===== config.mk =====
export PLATFORM = sky130hd
export DESIGN_NAME = dcm_lock_supervisor
export DESIGN_NICKNAME = d
export VERILOG_FILES = /design/src/rtl/dcm_lock_supervisor.sv
export SDC_FILE = /design/constraint.sdc
export NUM_CORES = 1
export LEC_CHECK = 0
export BUFFER_PORTS_ARGS = -buffer_cell sky130_fd_sc_hd__buf_2
export CORE_ASPECT_RATIO = 2
export CORE_MARGIN = 3
export CORE_UTILIZATION = 65
export CTS_CLUSTER_DIAMETER = 200
export CTS_CLUSTER_SIZE = 25
export DETAILED_ROUTE_END_ITERATION = 6
export GPL_TIMING_DRIVEN = 0
export HOLD_SLACK_MARGIN = 0.02
export PLACE_DENSITY = 0.92
export SYNTH_ARGS = -nofsm -noshare
export SYNTH_HDL_FRONTEND = slang
export SYNTH_SLANG_ARGS = --single-unit

===== constraint.sdc =====
create_clock -name input_clk -period 6.95 [get_ports input_clk]
set_clock_uncertainty 0.05 [all_clocks]
set_input_delay 0.3475 -clock input_clk [delete_from_list [all_inputs] [get_ports input_clk]]
set_output_delay 0.3475 -clock input_clk [all_outputs]
set_load 0.01 [all_outputs]

===== src/rtl/dcm_lock_supervisor.sv =====
// dcm_lock_supervisor: per-channel DCM lock timeout, reset-pulse retry and lock debounce supervisor
// ports: input_clk/reset (async, active-high); dcm_locked raw LOCKED in; channel_enable, clear_fault per channel;
//        dcm_reset, locked_stable, fault per channel; all_locked_stable over enabled channels; retry_count 4 bits per channel
module dcm_lock_supervisor #(
  parameter int NUM_CHANNELS       = 3,
  parameter int TIMEOUT_CYCLES     = 50000,
  parameter int RESET_PULSE_CYCLES = 10,
  parameter int STABLE_CYCLES      = 1024,
  parameter int MAX_RETRIES        = 7,
  parameter int TIMER_WIDTH        = 17
) (
  input  logic                      input_clk,
  input  logic                      reset,
  input  logic [NUM_CHANNELS-1:0]   dcm_locked,
  input  logic [NUM_CHANNELS-1:0]   channel_enable,
  input  logic [NUM_CHANNELS-1:0]   clear_fault,
  output logic [NUM_CHANNELS-1:0]   dcm_reset,
  output logic [NUM_CHANNELS-1:0]   locked_stable,
  output logic [NUM_CHANNELS-1:0]   fault,
  output logic                      all_locked_stable,
  output logic [4*NUM_CHANNELS-1:0] retry_count
);
  typedef enum logic [2:0] {DISABLED, WAIT_LOCK, RESET_PULSE, VERIFY, LOCKED, FAULT} state_t;
  localparam logic [TIMER_WIDTH-1:0] TIMEOUT_LAST = TIMER_WIDTH'(TIMEOUT_CYCLES - 1);
  localparam logic [TIMER_WIDTH-1:0] PULSE_LAST   = TIMER_WIDTH'(RESET_PULSE_CYCLES - 1);
  localparam logic [TIMER_WIDTH-1:0] STABLE_LAST  = TIMER_WIDTH'(STABLE_CYCLES - 1);
  localparam logic [3:0]             RETRY_LIMIT  = 4'(MAX_RETRIES);
  logic [NUM_CHANNELS-1:0] sync_meta, sync_lock;
  always_ff @(posedge input_clk or posedge reset) begin
    if (reset) begin
      sync_meta <= '0;
      sync_lock <= '0;
    end else begin
      sync_meta <= dcm_locked;
      sync_lock <= sync_meta;
    end
  end
  always_ff @(posedge input_clk or posedge reset) begin
    if (reset) all_locked_stable <= 1'b0;
    else all_locked_stable <= (|channel_enable) & (&(locked_stable | ~channel_enable));
  end
  for (genvar c = 0; c < NUM_CHANNELS; c++) begin : g_ch
    state_t state, state_n;
    logic [TIMER_WIDTH-1:0] timer, timer_n;
    logic [3:0] retries, retries_n;
    logic rst_q, stable_q, fault_q;
    always_comb begin
      state_n   = state;
      timer_n   = timer + 1'b1;
      retries_n = retries;
      if (!channel_enable[c]) begin
        state_n   = DISABLED;
        timer_n   = '0;
        retries_n = '0;
      end else begin
        case (state)
          DISABLED: begin
            state_n = WAIT_LOCK;
            timer_n = '0;
          end
          WAIT_LOCK: begin
            if (sync_lock[c]) begin
              state_n = VERIFY;
              timer_n = '0;
            end else if (timer == TIMEOUT_LAST) begin
              timer_n = '0;
              if (MAX_RETRIES != 0 && retries == RETRY_LIMIT) state_n = FAULT;
              else begin
                state_n   = RESET_PULSE;
                retries_n = (retries == 4'hf) ? retries : retries + 4'd1;
              end
            end
          end
          RESET_PULSE: begin
            state_n = (timer == PULSE_LAST) ? WAIT_LOCK : RESET_PULSE;
            timer_n = (timer == PULSE_LAST) ? '0 : timer + 1'b1;
          end
          VERIFY: begin
            state_n = !sync_lock[c] ? WAIT_LOCK : (timer == STABLE_LAST) ? LOCKED : VERIFY;
            timer_n = (!sync_lock[c] || timer == STABLE_LAST) ? '0 : timer + 1'b1;
          end
          LOCKED: begin
            state_n = sync_lock[c] ? LOCKED : WAIT_LOCK;
            timer_n = '0;
          end
          FAULT: begin
            state_n   = clear_fault[c] ? WAIT_LOCK : FAULT;
            retries_n = clear_fault[c] ? 4'd0 : retries;
            timer_n   = '0;
          end
          default: begin
            state_n = WAIT_LOCK;
            timer_n = '0;
          end
        endcase
      end
    end
    // outputs are registered from the next state so they change on the same edge as the state
    always_ff @(posedge input_clk or posedge reset) begin
      if (reset) begin
        state    <= WAIT_LOCK;
        timer    <= '0;
        retries  <= '0;
        rst_q    <= 1'b0;
        stable_q <= 1'b0;
        fault_q  <= 1'b0;
      end else begin
        state    <= state_n;
        timer    <= timer_n;
        retries  <= retries_n;
        rst_q    <= state_n == RESET_PULSE;
        stable_q <= state_n == LOCKED;
        fault_q  <= state_n == FAULT;
      end
    end
    assign dcm_reset[c]         = rst_q;
    assign locked_stable[c]     = stable_q;
    assign fault[c]             = fault_q;
    assign retry_count[4*c +: 4] = retries;
  end
endmodule


; Word-level counts from Yosys, hierarchy flattened
; Cells that the tools add are included.
; W data, S select, Z words.
[totals]
ff_bits = 88
out_inout_bits = 22
[op_classes]
add_sub_neg = 6
n_eq_ne = 57
muxes = 69
bitwise_logic = 3
n_reduce_logical = 11
[ops]
columns = op, count
row1 = $mux W17, 15
row2 = $pmux W17 S3, 3
row3 = $mux W3, 24
row4 = $mux W4, 18
row5 = $add A17 B1 Y17 const B, 3
row6 = $eq A17 B10 Y1 const B, 3
row7 = $eq A17 B16 Y1 const B, 3
row8 = $eq A17 B4 Y1 const B, 3
row9 = $ne A3 B3 Y1 const B, 15
row10 = $pmux W3 S5, 3
row11 = $eq A3 B3 Y1 const B, 12
row12 = $eq A3 B2 Y1 const B, 9
row13 = $pmux W4 S2, 3
row14 = $reduce_and A6 Y1, 3
row15 = $add A4 B1 Y4 const B, 3
row16 = $eq A4 B3 Y1 const B, 3
row17 = $eq A4 B4 Y1 const B, 3
row18 = $eq A3 B1 Y1 const B, 3
row19 = $ne A3 B1 Y1 const B, 3
row20 = $mux W2, 3
row21 = $logic_not A1 Y1, 3
row22 = $logic_or A1 B1 Y1, 3
row23 = $not A3 Y3, 1
row24 = $or A3 B3 Y3, 1
row25 = other kinds (3), 3

; Logic depth before layout (Yosys ltp)
; Gate-level depths: netlist of the first run.
[depth]
ltp_word = 7
mapped_depth = 9
depth_no_buf = 8

; Worst setup path after synthesis of the first run
; No wires, ideal clock.
[synth_timing]
kind = input-to-reg
from = input g_ch[2].timer[0]
to = register g_ch[2].retries[3]
setup_ps = 128
arrival_time_ps = 2012
required_time_ps = 6772
slack_ps = 4760
stages = 7
n_path_buf = 0
path_cell_list = dfrtp_1 ha_1 nand3_1 or4_4 or3_2 a221oi_1 nor3_1
[synth_between]
elab_chain_len = 3
[synth_rtl]
columns = element, line
row1 = start: declaration, 44  ; logic [TIMER_WIDTH-1:0] timer, timer_n;
row2 = $eq A17 B16 Y1, 65  ; end else if (timer == TIMEOUT_LAST) begin
row3 = $ne A3 B3 Y1 (no source line), n/a
row4 = $reduce_and A6 Y1 (no source line), n/a
row5 = end signal: assignment, 110  ; retries <= retries_n;
row6 = end: declaration, 45  ; logic [3:0] retries, retries_n;
; No other way between the ends.
; A chain may end at the register's enable or synchronous reset.

; Worst setup path in the final report of the first run
[layout_timing]
from = input g_ch[1].timer[9]
to = register g_ch[1].timer[15]
[layout_between]
elab_chain_len = 5
word_cells_on_any_way = 11
classes_between = add/sub: 1 / eq/ne: 3 / mux: 6 / reduce/logical: 1
[layout_rtl]
columns = element, line
row1 = start: declaration, 44
row2 = $add A17 B1 Y17 (tied with other cells), "49, 76, 80"
row3 = $mux W17 or $logic_or A1 B1 Y1 (tied branches), "65, 80"
row4 = "$mux W17, on equally long branches", "62, 80"
row5 = $pmux W17 S3 *, 56  ; case (state)
row6 = $mux W17 *, 51  ; if (!channel_enable[c]) begin
row7 = net g_ch[1].timer_n[15], 44
; Mark *: on every way through the listed nets, which the timed path passes. The rest lies on a longest branch.

==> results of run 1 <==
-- cells by family (layout without fill, tap and decap cells) --
family                   count (synthesis)  in the layout
adder cells (fa/ha/maj)                 12             12
multiplexers                             5              5
buffers and inverters                   44             93
AND/OR/NAND/NOR                        260            260
AO/OA/AOI/OAI                           72             72
flip-flops                              88             88
XOR/XNOR                                44             44
-- through the flow --
step | worst slack [ns] | area (sq um) | power, uW | hold slack, ns | util [%]
6_report | 4.33 | 5560 | 1120 | 0.0633 | 75.9
3_5_place_dp | 4.38 | 5240 | 641 | 0.274 | 71.5
3_3_place_gp | 3.46 | 5210 | 635 | 0.286 | 71.1
5_1_grt | 4.18 | 5560 | 1170 | 0.0481 | 75.9
4_1_cts | 4.36 | 5560 | 1130 | 0.0560 | 75.9
2_1_floorplan | 4.28 | 4940 | 611 | 0.281 | -
-- report_power, final --
part / switching [uW] / internal (uW)
Clock: 202 / 289
Sequential: 13.7 / 524
Combinational: 58.6 / 37.0
-- state kept, by name, indices dropped and copies added (netlist names) --
signal and cells:
all_locked_stable 1, g_ch.fault_q 3, g_ch.timer 51, g_ch.retries 12, g_ch.state 9, sync_meta 3, g_ch.stable_q 3, g_ch.rst_q 3
sync_lock 3
-- routing by layer --
layer  global-route usage, %  vias to the layer above
met4                    15.9                        0
met3                    5.64                       38
met5                       0                        -
met1                    27.9                     1972
li1                        -                     1947
met2                    49.7                      119
-- worst paths after layout --
kind,from,endpoint,slack [ns],depth (start not counted)
worst min-delay path,dcm_locked[1],sync_meta[1],0.06,1
worst max-delay path,g_ch[1].timer[9],g_ch[1].timer[15],4.33,6
worst min register to register,sync_meta[2],sync_lock[2],0.31,0
max in group asynchronous,reset,g_ch[2].state[0],5.75,4
worst max register to register,g_ch[1].timer[9],g_ch[1].timer[15],4.33,6
min in group asynchronous,reset,g_ch[1].timer[5],0.46,3
-- layout by cell type, fill, tap and decap left out, types with 4 or more instances in the layout --
cell type / n
clkbuf_16: 9
nor4_1: 7
nor2b_1: 5
o21a_1: 4
ha_1: 12
xnor2_1: 21
nand4_1: 15
nand3_1: 32
o211ai_1: 5
xor2_1: 23
nor3_1: 19
a31o_2: 4
nor3b_1: 4
or2_2: 5
a21oi_1: 7
clkbuf_1: 6
nand2_1: 39
buf_2: 33
and4_1: 4
nand2b_1: 9
dfrtp_1: 85
o21ai_0: 14
inv_1: 21
nor2_1: 78
mux2i_1: 4
or3_1: 4
and3_1: 12
buf_4: 11
-- critical path: stages (launching register included) --
cell and delay, ns:
dfrtp_1 0.42, or4b_1 0.54, nor3b_1 0.44, a311oi_1 0.25
o31ai_4 0.49, buf_4 0.25, nor2_1 0.07
-- layout make-up --
type	count	share of cell area, %
clock buffers	10	4.30
repair buffers	33	3.47
plain buffers	20	2.14
well taps	92	2.07
inverters	24	1.67
multi-input cells	393	45.4
clock inverters	6	1.22
flip-flops and latches	88	39.7
==> results.md, run 1 <==
- Crit path DAT: roughly 2.8 ns
- Asr flop ratio synth: between 90% and 100%
- DPL Wire Length: 8140 microns
- Synth Area in XOR/XNOR: about 7.8%
- Post-synth EDFFs: 0
- Die area: between 8000 and 9000 sq um
- # nets final: 592
- Port-buffer cells: 31
- FF/Latch Area: about 2200 sq um
- F_max: between 300 and 400 MHz
- CTS Buf Count: 9
- Clk sinks: 88
- Worst slew margin: between 50% and 60%
- Leakage Power: approximately 0.0024 uW
- Post-synthesis simple-gate area fraction: ~28%
- Unique masters post-synth: 73
- Share of the synthesized area in the top cell type: a little over two fifths
- Post-Synth Adder-Cell Area: 3.04%
- Fraction of final layout cells sized beyond drive strength 1: ~16%
- Vias in the first global route: between 4000 and 5000
- CTS tree: built
- Die W: around 68 microns
- # DRC: 0
- Clk_lat worst skew: around 0.34 ns
- CP endpoint kind: flip-flop
- Gr usage total: 27.5%
- Largest net degree at the start of global routing: 69
- Area of the multi-input gates: between 2000 and 3000 sq um
- H-tree depth: 3
- GRT overflow: 0
- WL/cell: between 15 and 20 microns
- Met2 WL: a little over 6000 microns
- Worst-path maximum fanout: 10
- Routed vias: between 4000 and 5000
- Worst-Margin Slew: 0.678 ns
- CP Data Required Time: between 7 and 8 ns
- Initial antenna violation count: 0
- Multiplexer share of the synthesized area: under 10%
- Startpoint Class: flip-flop
- Post-Synthesis Net Count: 548
- Hold buffers post-CTS: 1
- Compound-gate portion of the synthesized area: between 10 and 15%
- FILL cells: 500
- Clock Path Buffers: 2
- Starting density of the core: about two thirds
- Most common cell in the netlist: dfrtp_1
- Area grow syn2layout: 12.5%
- Critical setup path kind: reg2reg
- Final antenna-violating net count: 0
- Initial DRC Count: roughly 280
- Largest family of logic cells by synthesized area: simple AND/OR/NAND/NOR gates
- Clock transition at path regs: roughly 0.07 ns
- Initial DRT Pass Iterations: 4
- Leading post-synthesis cells by cell area: dfrtp_1, nor2_1, xor2_1, xnor2_1, nand3_1
- Setup violators final: 0
- First-pass GRT wire length: roughly 18000 microns
- Clock root buffer: clkbuf_16
- Core area: roughly 7300 sq um
- Ant diodes: 0
- Synth Area per Inst: approximately 9.4 sq um
- Total wire length: around 11000 microns
- Primary FF master, synth: dfrtp_1
- Post-CTS Setup Bufs: 0
- Synth area leader: dfrtp_1
- Drt via density: roughly 6
- Setup tns final: 0 ns
- Layout Cells excl Fill: 666
- Final Hold Vio Count: 0
- Peak supply drop: ~0.00021 V
- Outcome: completed
- Tcrit/Tclk final: 37.7%
- Die H: between 100 and 150 microns
- RSZ-0062 raised after global routing: no
- GP Congestion: around 0.9
- Synthesized area: roughly 4900 sq um
- Top layer used by detailed routing: met4
- Post-Place Cells: 649
- Synthesized instance count: about 530
- Fin crit period: 2.62 ns
- Pwr Density: between 200 and 250 nW/um^2
- Met3 wire length: roughly 390 microns
- Post-synthesis sequential area ratio: between 40 and 50%
- Worst hold-check path type: in2reg
- Post-CTS Resized: 0
- Synth warnings: 0
- Slew Limit Fails: 0
- Metal-1 WL: around 4000 microns
- Ports: 33
- # rows: between 40 and 50
- Post-synth top cells: dfrtp_1, nor2_1, nand2_1, nand3_1, xor2_1
- Flip-flop and latch count after synthesis: slightly below 90
- Max cap viols: 0
Note: power is estimated with default switching activity, not from simulation.
==> run 2: changes to the inputs <==
--- a/config.mk
+++ b/config.mk
@@ -8,13 +8,13 @@
 export BUFFER_PORTS_ARGS = -buffer_cell sky130_fd_sc_hd__buf_2
 export CORE_ASPECT_RATIO = 2
 export CORE_MARGIN = 3
-export CORE_UTILIZATION = 65
+export CORE_UTILIZATION = 61
 export CTS_CLUSTER_DIAMETER = 200
 export CTS_CLUSTER_SIZE = 25
 export DETAILED_ROUTE_END_ITERATION = 6
 export GPL_TIMING_DRIVEN = 0
 export HOLD_SLACK_MARGIN = 0.02
-export PLACE_DENSITY = 0.92
+export PLACE_DENSITY = 0.87
 export SYNTH_ARGS = -nofsm -noshare
 export SYNTH_HDL_FRONTEND = slang
 export SYNTH_SLANG_ARGS = --single-unit
==> constraint.sdc (replaced) <==
create_clock -name input_clk -period 2.5 [get_ports input_clk]
set_clock_uncertainty 0.05 [all_clocks]
set_input_delay 0.125 -clock input_clk [delete_from_list [all_inputs] [get_ports input_clk]]
set_output_delay 0.125 -clock input_clk [all_outputs]
set_load 0.01 [all_outputs]
==> run 2 against run 1 <==
Die area up 6.1%. Critical path depth did not move. First-iteration DRC count up 10%. Via count is 1.6% higher. Sequential share of layout area fell by 0.34 points. Design area up 0.86%. Setup slack worse by 4.2 ns. Largest power group unchanged. Largest cell class unchanged. Highest routed layer unchanged.
==> results.md, run 2 (synthesis gave the netlist of run 1 again) <==
- Tcrit/Tclk final: 96.5% (+59 points)
- Post-placement cell area: 5240 sq um (about the same)
- Clock Path Buffers: 2 (unchanged)
- Comb power frac: 9.2% (+0.7 points)
- Most frequent cells in the layout: dfrtp_1, nor2_1, nand2_1, nand3_1, buf_2
- Setup WS pre-CTS: -0.0622 ns (-4.44 ns)
- # rows: 45 (+2.3%)
- Setup ws final: 0.0886 ns (-4.24 ns)
- Slowest-stage cell, CP: or4_4
- CTS Buf Count: 9 (unchanged)
- Worst-path maximum fanout: 6 (-4)
- Clk sinks: 88 (unchanged)
- Final Hold Vio Count: 0 (unchanged)
- Critical Path, Cell by Cell: ha_1, nand3_1, or4_4, or3_2, a221oi_1, nor3_1
- WL/cell: 16.6 microns (+0.55%)
- Clock root buffer: clkbuf_16
- CP Data Required Time: 2.66 ns (-4.47 ns)
- Initial DRT Pass Iterations: 5 (+1)
- Pwr Density: 533 nW/um^2 (+160%)
- CP endpoint kind: flip-flop
- Total wire length: 11200 microns (+1.9%)
- Port-buffer cells: 31 (unchanged)
- Initial antenna violation count: 0 (unchanged)
- Drt via density: 6.13 (+0.24%)
- CTS tree: built
- Ant diodes: 0 (unchanged)
- Max cap viols: 0 (unchanged)
- Final instance area: 5600 sq um (+0.86%)
- Sequential power share: 50.0% (+2.2 points)
- Worst slew margin: 55.4% (+0.68 points)
- Sw Ratio: 24.3% (-0.095 points)
- Die H: 133 microns (+3.1%)
- Core area: 7710 sq um (+5.3%)
- Final antenna-violating net count: 0 (unchanged)
- Starting density of the core: 64.0% (-3.4 points)
- Startpoint Class: flip-flop
- Critical setup path kind: reg2reg
- # DRC: 0 (unchanged)
- Max reg flops: 51 (unchanged)
- Outcome: completed
- Clk_lat worst skew: 0.34 ns (about the same)
- Most common cell after layout, fill and taps aside: dfrtp_1
- NetSw: 725 uW (+160%)
- Pint: 2260 uW (+170%)
- Vias in the first global route: 4206 (-1.7%)
- Area grow syn2layout: 13.5%
- Routed vias: 4141 (+1.6%)
- Setup violators final: 0 (unchanged)
- Largest reg by FF count: g_ch.timer
- Worst-Margin Slew: 0.663 ns (-0.0148 ns)
- Worst hold-check path type: in2reg
- Crit path DAT: 2.57 ns (-0.23 ns)
- Largest net degree at the start of global routing: 73 (+5.8%)
- GP Congestion: 0.993 (+7.3%)
- Die area: 9280 sq um (+6.1%)
- GRT overflow: 0 (unchanged)
- Setup tns final: 0 ns (unchanged)
- F_max: 415 MHz (+8.7%)
- Critical Path Max Stage Delay: 0.54 ns (about the same)
- # nets final: 599 (+1.2%)
- Die W: 69.6 microns (+2.9%)
- Ports: 33 (unchanged)
- Clock transition at path regs: 0.06 ns (about the same)
- H-tree depth: 3 (unchanged)
- First-pass GRT wire length: 18700 microns (+2.5%)
- Initial DRC Count: 311 (+10%)
- Peak supply drop: 0.000490 V (+140%)
- Fin util: 72.6% (-3.2 points)
- Leakage Power: 0.00249 uW (+2.5%)
- Gr usage total: 24.8% (-2.8 points)
- Fin crit period: 2.41 ns (-0.210 ns)
- DPL Wire Length: 8130 microns (-0.21%)
- Fraction of final layout cells sized beyond drive strength 1: 16.9% (+0.49 points)
- Clock share of power: 40.8% (-2.9 points)
- Top flop regs: g_ch.timer: 51 flops, g_ch.retries: 12 flops, g_ch.state: 9 flops
- Slew Limit Fails: 0 (unchanged)
## run 2: changes by cell type in the layout (fill, tap and decap cells not counted), moves of 2 or more
cell / previous run / this run
dlygate4sd3_1: 1 / 4
clkinv_2: 1 / 4
clkbuf_1: 6 / 8
buf_4: 11 / 16
clkinvlp_4: 2 / 0
## run 2: path summary, 6_finish.rpt
check	slack (ns)	end	cells after the start	start
setup reg to reg	0.09	g_ch[2].retries[3]	6	g_ch[2].timer[0]
setup / recovery	0.09	g_ch[2].retries[3]	6	g_ch[2].timer[0]
max in group asynchronous	1.52	g_ch[1].state[0]	4	reset
min in group asynchronous	0.23	g_ch[1].timer[5]	3	reset
hold / removal	0.06	g_ch[2].retries[2]	2	channel_enable[2]
hold reg to reg	0.30	sync_lock[2]	0	sync_meta[2]
## run 2: stage by stage
step / instances / hold WS (ns) / total power [uW]
after detailed placement: 651 / 0.0282 / 1780
after global routing: 675 / 0.0745 / 3090
after floorplan: 525 / 0.106 / 1700
after global placement: 650 / 0.185 / 1760
after CTS: 672 / 0.0515 / 2990
final: 675 / 0.0582 / 2980
## run 2: timing repair
| item | CTS | global route |
|---|---|---|
| hold endpoints to repair | 24 | 0 |
| setup endpoints to repair | 20 | 32 |
| setup buffers | 1 | 4 |
| resized for setup | 2 | 2 |
| pin swaps | 1 | 1 |
| hold buffers | 4 | 0 |
## run 2: layout make-up
| type | instances | area, sq um |
|---|---|---|
| flip-flops and latches | 88 | 2210 |
| multi-input cells | 393 | 2550 |
| plain buffers | 19 | 114 |
| well taps | 94 | 118 |
| clock buffers | 12 | 246 |
| repair buffers | 41 | 260 |
| inverters | 24 | 92.6 |
| fillers | 549 | 2110 |
| clock inverters | 4 | 20.0 |
## run 2: critical path, delay by kind of cell, from the launching register on
| kind | cells | cell delay [ns] |
|---|---|---|
| AOI/OAI and AO/OA | 1 | 0.33 |
| DFF | 1 | 0.41 |
| and+or+nand+nor | 4 | 1.28 |
| adders and majority gates | 1 | 0.23 |
## run 2: power groups by stage
stage | combinational, uW | sequential [uW] | clock, uW
4_1_cts | 272 | 1490 | 1220
2_1_floorplan | 191 | 1510 | 0
3_3_place_gp | 247 | 1520 | 0
3_5_place_dp | 264 | 1520 | 0
6_report | 274 | 1490 | 1220
5_1_grt | 305 | 1500 | 1290
## run 2: routing by layer
layer | global-route usage (%) | vias up | wire length (microns)
li1 | - | 1958 | -
met4 | 15.0 | 0 | 417
met1 | 26.1 | 2007 | 4090
met3 | 3.10 | 42 | 398
met5 | 0 | - | 0
met2 | 45.8 | 134 | 6290
==> run 3: changes to the inputs <==
--- a/config.mk
+++ b/config.mk
@@ -5,9 +5,10 @@
 export SDC_FILE = /design/constraint.sdc
 export NUM_CORES = 1
 export LEC_CHECK = 0
+export ABC_AREA = 1
 export BUFFER_PORTS_ARGS = -buffer_cell sky130_fd_sc_hd__buf_2
 export CORE_ASPECT_RATIO = 2
-export CORE_MARGIN = 3
+export CORE_MARGIN = 4
 export CORE_UTILIZATION = 61
 export CTS_CLUSTER_DIAMETER = 200
 export CTS_CLUSTER_SIZE = 25
==> run 3 against run 2 <==
Cell count grew 24%. Worst hold slack gained 0.040 ns. Maximum frequency grew 21%. Clock power grew 7%. Highest routed layer unchanged. Register-to-register slack gained 0.42 ns. Sequential power is essentially flat.
==> results.md, run 3 <==
- Outcome: completed
- CP Data Required Time: 2.67 ns (about the same)
- NetSw: 754 uW (+3.9%)
- # rows: 47 (+4.4%)
- Unique masters post-synth: 39 (-47%)
- Core area: 8290 sq um (+7.5%)
- Clk_lat worst skew: 0.34 ns (about the same)
- Most common cell after layout, fill and taps aside: nand2_1
- Share of the synthesized area in the top cell type: 40.9% (-2.2 points)
- Synthesized area: 5200 sq um (+5.3%)
- Drt via density: 5.54 (-9.7%)
- Buf/Inv on CP: 1 (+1)
- Worst hold-check path type: in2reg
- Synth Area per Inst: 7.57 sq um (-20%)
- RSZ-0062 raised after global routing: no
- Startpoint Class: flip-flop
- Leading post-synthesis cells by cell area: dfrtp_1, nand2_1, nor2_1, nand3_1, inv_1
- Die H: 139 microns (+4.0%)
- Max reg flops: 51 (unchanged)
- Starting density of the core: 62.7% (-1.3 points)
- Synthesized instance count: 687 (+31%)
- Area grow syn2layout: 12.2%
- Leakage Power: 0.00289 uW (+16%)
- Post-synth EDFFs: 0 (unchanged)
- Clk sinks: 88 (unchanged)
- Final Hold Vio Count: 0 (unchanged)
- CP endpoint kind: flip-flop
- First-pass GRT wire length: 20000 microns (+6.8%)
- Tcrit/Tclk final: 79.8% (-17 points)
- Post-synthesis sequential area ratio: 42.4% (-2.3 points)
- Asr flop ratio synth: 100% (unchanged)
- Worst-path maximum fanout: 10 (+4)
- CTS tree: built
- Synth warnings: 0 (unchanged)
- Post-Place Cells: 817 (+25%)
- Ant diodes: 0 (unchanged)
- Worst setup path start: g_ch[1].timer[0]
- Post-CTS Setup Bufs: 0 (-1)
- Fin crit period: 1.99 ns (-0.417 ns)
- Peak supply drop: 0.000550 V (+12%)
- Initial antenna violation count: 0 (unchanged)
- Sequential power share: 48.6% (-1.4 points)
- Hold-critical path depth: 4 (+2)
- # DRC: 0 (unchanged)
- GRT overflow: 0 (unchanged)
- Most common cell in the netlist: nand2_1
- Total stage count of the critical path: 9 (+3)
- Max cap viols: 0 (unchanged)
- Layout Cells excl Fill: 837 (+24%)
- Largest net degree at the start of global routing: 71 (-2.7%)
- Post-Synthesis Net Count: 710 (+30%)
- Crit path DAT: 2.17 ns (-0.40 ns)
- DPL Wire Length: 8930 microns (+9.9%)
- Pint: 2320 uW (+2.5%)
- Comb power frac: 8.6% (-0.6 points)
- Vias in the first global route: 4634 (+10%)
- Fin util: 70.4% (-2.2 points)
- Clock Path Buffers: 2 (unchanged)
- Reg2Reg Depth: 9 (+3)
- Worst slew margin: 63.5% (+8.1 points)
- WL/cell: 14.1 microns (-15%)
- Final antenna-violating net count: 0 (unchanged)
- Synth area leader: dfrtp_1
- Setup tns final: 0 ns (unchanged)
- Pwr Density: 526 nW/um^2 (-1.3%)
- Fraction of final layout cells sized beyond drive strength 1: 12.0% (-4.8 points)
- Hold buffers post-CTS: 4 (unchanged)
- Clock transition at path regs: 0.06 ns (about the same)
- Post-CTS Resized: 0 (-2)
- Clock root buffer: clkbuf_16
- Post-synth top cells: nand2_1, nor2_1, dfrtp_1, inv_1, nand3_1
- Setup violators final: 0 (unchanged)
- Total power draw: 3070 uW (+2.8%)
- Most used cell, CP: nand2_1
- R2R Path Start: g_ch[1].timer[0]
- Top flop regs: g_ch.timer: 51 flops, g_ch.retries: 12 flops, g_ch.state: 9 flops
- Die W: 73.3 microns (+5.3%)
- Initial DRT Pass Iterations: 5 (unchanged)
- Worst-Margin Slew: 0.542 ns (-0.121 ns)
- GP Congestion: 0.954 (-3.9%)
- Critical setup path kind: reg2reg
- CTS Buf Count: 9 (unchanged)
- Largest reg by FF count: g_ch.timer
- Routed vias: 4639 (+12%)
- Total wire length: 11800 microns (+5.5%)
- # nets final: 757 (+26%)
- Critical Path, Cell by Cell: ha_1, nand3_2, nor3_4, nand2_1, nand2_1, nand3_1, nand2_2, buf_6, nor2_1
- Slowest-stage cell, CP: dfrtp_1
- Slew Limit Fails: 0 (unchanged)
- Port-buffer cells: 31 (unchanged)
- Gr usage total: 24.5% (-0.29 points)
- Primary FF master, synth: dfrtp_1
- H-tree depth: 3 (unchanged)
- Most frequent cells in the layout: nand2_1, nor2_1, dfrtp_1, inv_1, nand3_1
- Cell family contributing the most delay on the critical path: simple AND/OR/NAND/NOR gates
- Flip-flop and latch count after synthesis: 88 (unchanged)
- Sw Ratio: 24.6% (+0.26 points)
- Die area: 10200 sq um (+9.5%)
- Initial DRC Count: 257 (-17%)
- F_max: 501 MHz (+21%)
- HP Start: channel_enable[1]
- Clock share of power: 42.8% (+2.0 points)
- Ports: 33 (unchanged)
- Critical Path Max Stage Delay: 0.40 ns (-0.14 ns)
run 3: cell count changes after synthesis, moves of 12 or more:
cell,previous run,this run
inv_1,22,82
and3_1,12,0
xnor2_1,21,8
nand2_1,39,138
nor2_1,78,134
nand3_1,32,71
run 3: power by group through the flow:
stage / Sequential, uW / Clock, uW / Combinational, uW
4_1_cts: 1490 / 1330 / 265
3_3_place_gp: 1510 / 0 / 245
6_report: 1490 / 1310 / 264
5_1_grt: 1500 / 1390 / 296
3_5_place_dp: 1520 / 0 / 258
2_1_floorplan: 1520 / 0 / 175
run 3: path summary, 6_finish.rpt:
kind                                endpoint  slack (ns)
min in group asynchronous  g_ch[1].timer[10]        0.23
min                        g_ch[1].timer[16]         0.1
min reg2reg                     sync_lock[2]        0.30
max                         g_ch[1].timer[0]        0.51
max in group asynchronous   g_ch[0].state[0]        1.51
max reg2reg                 g_ch[1].timer[0]        0.51
run 3: layout make-up:
cell class              instances  area [sq um]
inverters                      86           325
clock buffers                  10           229
well taps                      98           123
clock inverters                 6          60.1
fillers                       633          2450
repair buffers                 36           223
multi-input cells             498          2560
plain buffers                  15           116
flip-flops and latches         88          2210
run 3: cell families after synthesis:
family,share of synthesized area [%]
buf+inv,8.44
simple gates,35.9
flops,42.4
fa+ha+maj,2.89
compound gates,4.59
xor+xnor,5.73
run 3: worst register-to-register path: stages, from the launching register on:
cell and delay (ns):
dfrtp_1 0.40, ha_1 0.25, nand3_2 0.16, nor3_4 0.28, nand2_1 0.15, nand2_1 0.10
nand3_1 0.10, nand2_2 0.17, buf_6 0.17, nor2_1 0.05
run 3: through the flow:
step	hold WS, ns	setup WS, ns	area [sq um]
2_1_floorplan	0.106	0.0514	5200
3_3_place_gp	0.182	-0.857	5480
3_5_place_dp	0.0310	0.511	5510
4_1_cts	0.0947	0.518	5840
5_1_grt	0.114	0.392	5840
6_report	0.0978	0.505	5840
run 3: metal layers:
layer | global-route usage, % | up-vias | part of all wire [%]
li1 | - | 2297 | -
met1 | 25.7 | 2186 | 37
met2 | 44.8 | 115 | 57
met3 | 4.06 | 41 | 2.8
met4 | 12.1 | 0 | 3.3
met5 | 0 | - | 0
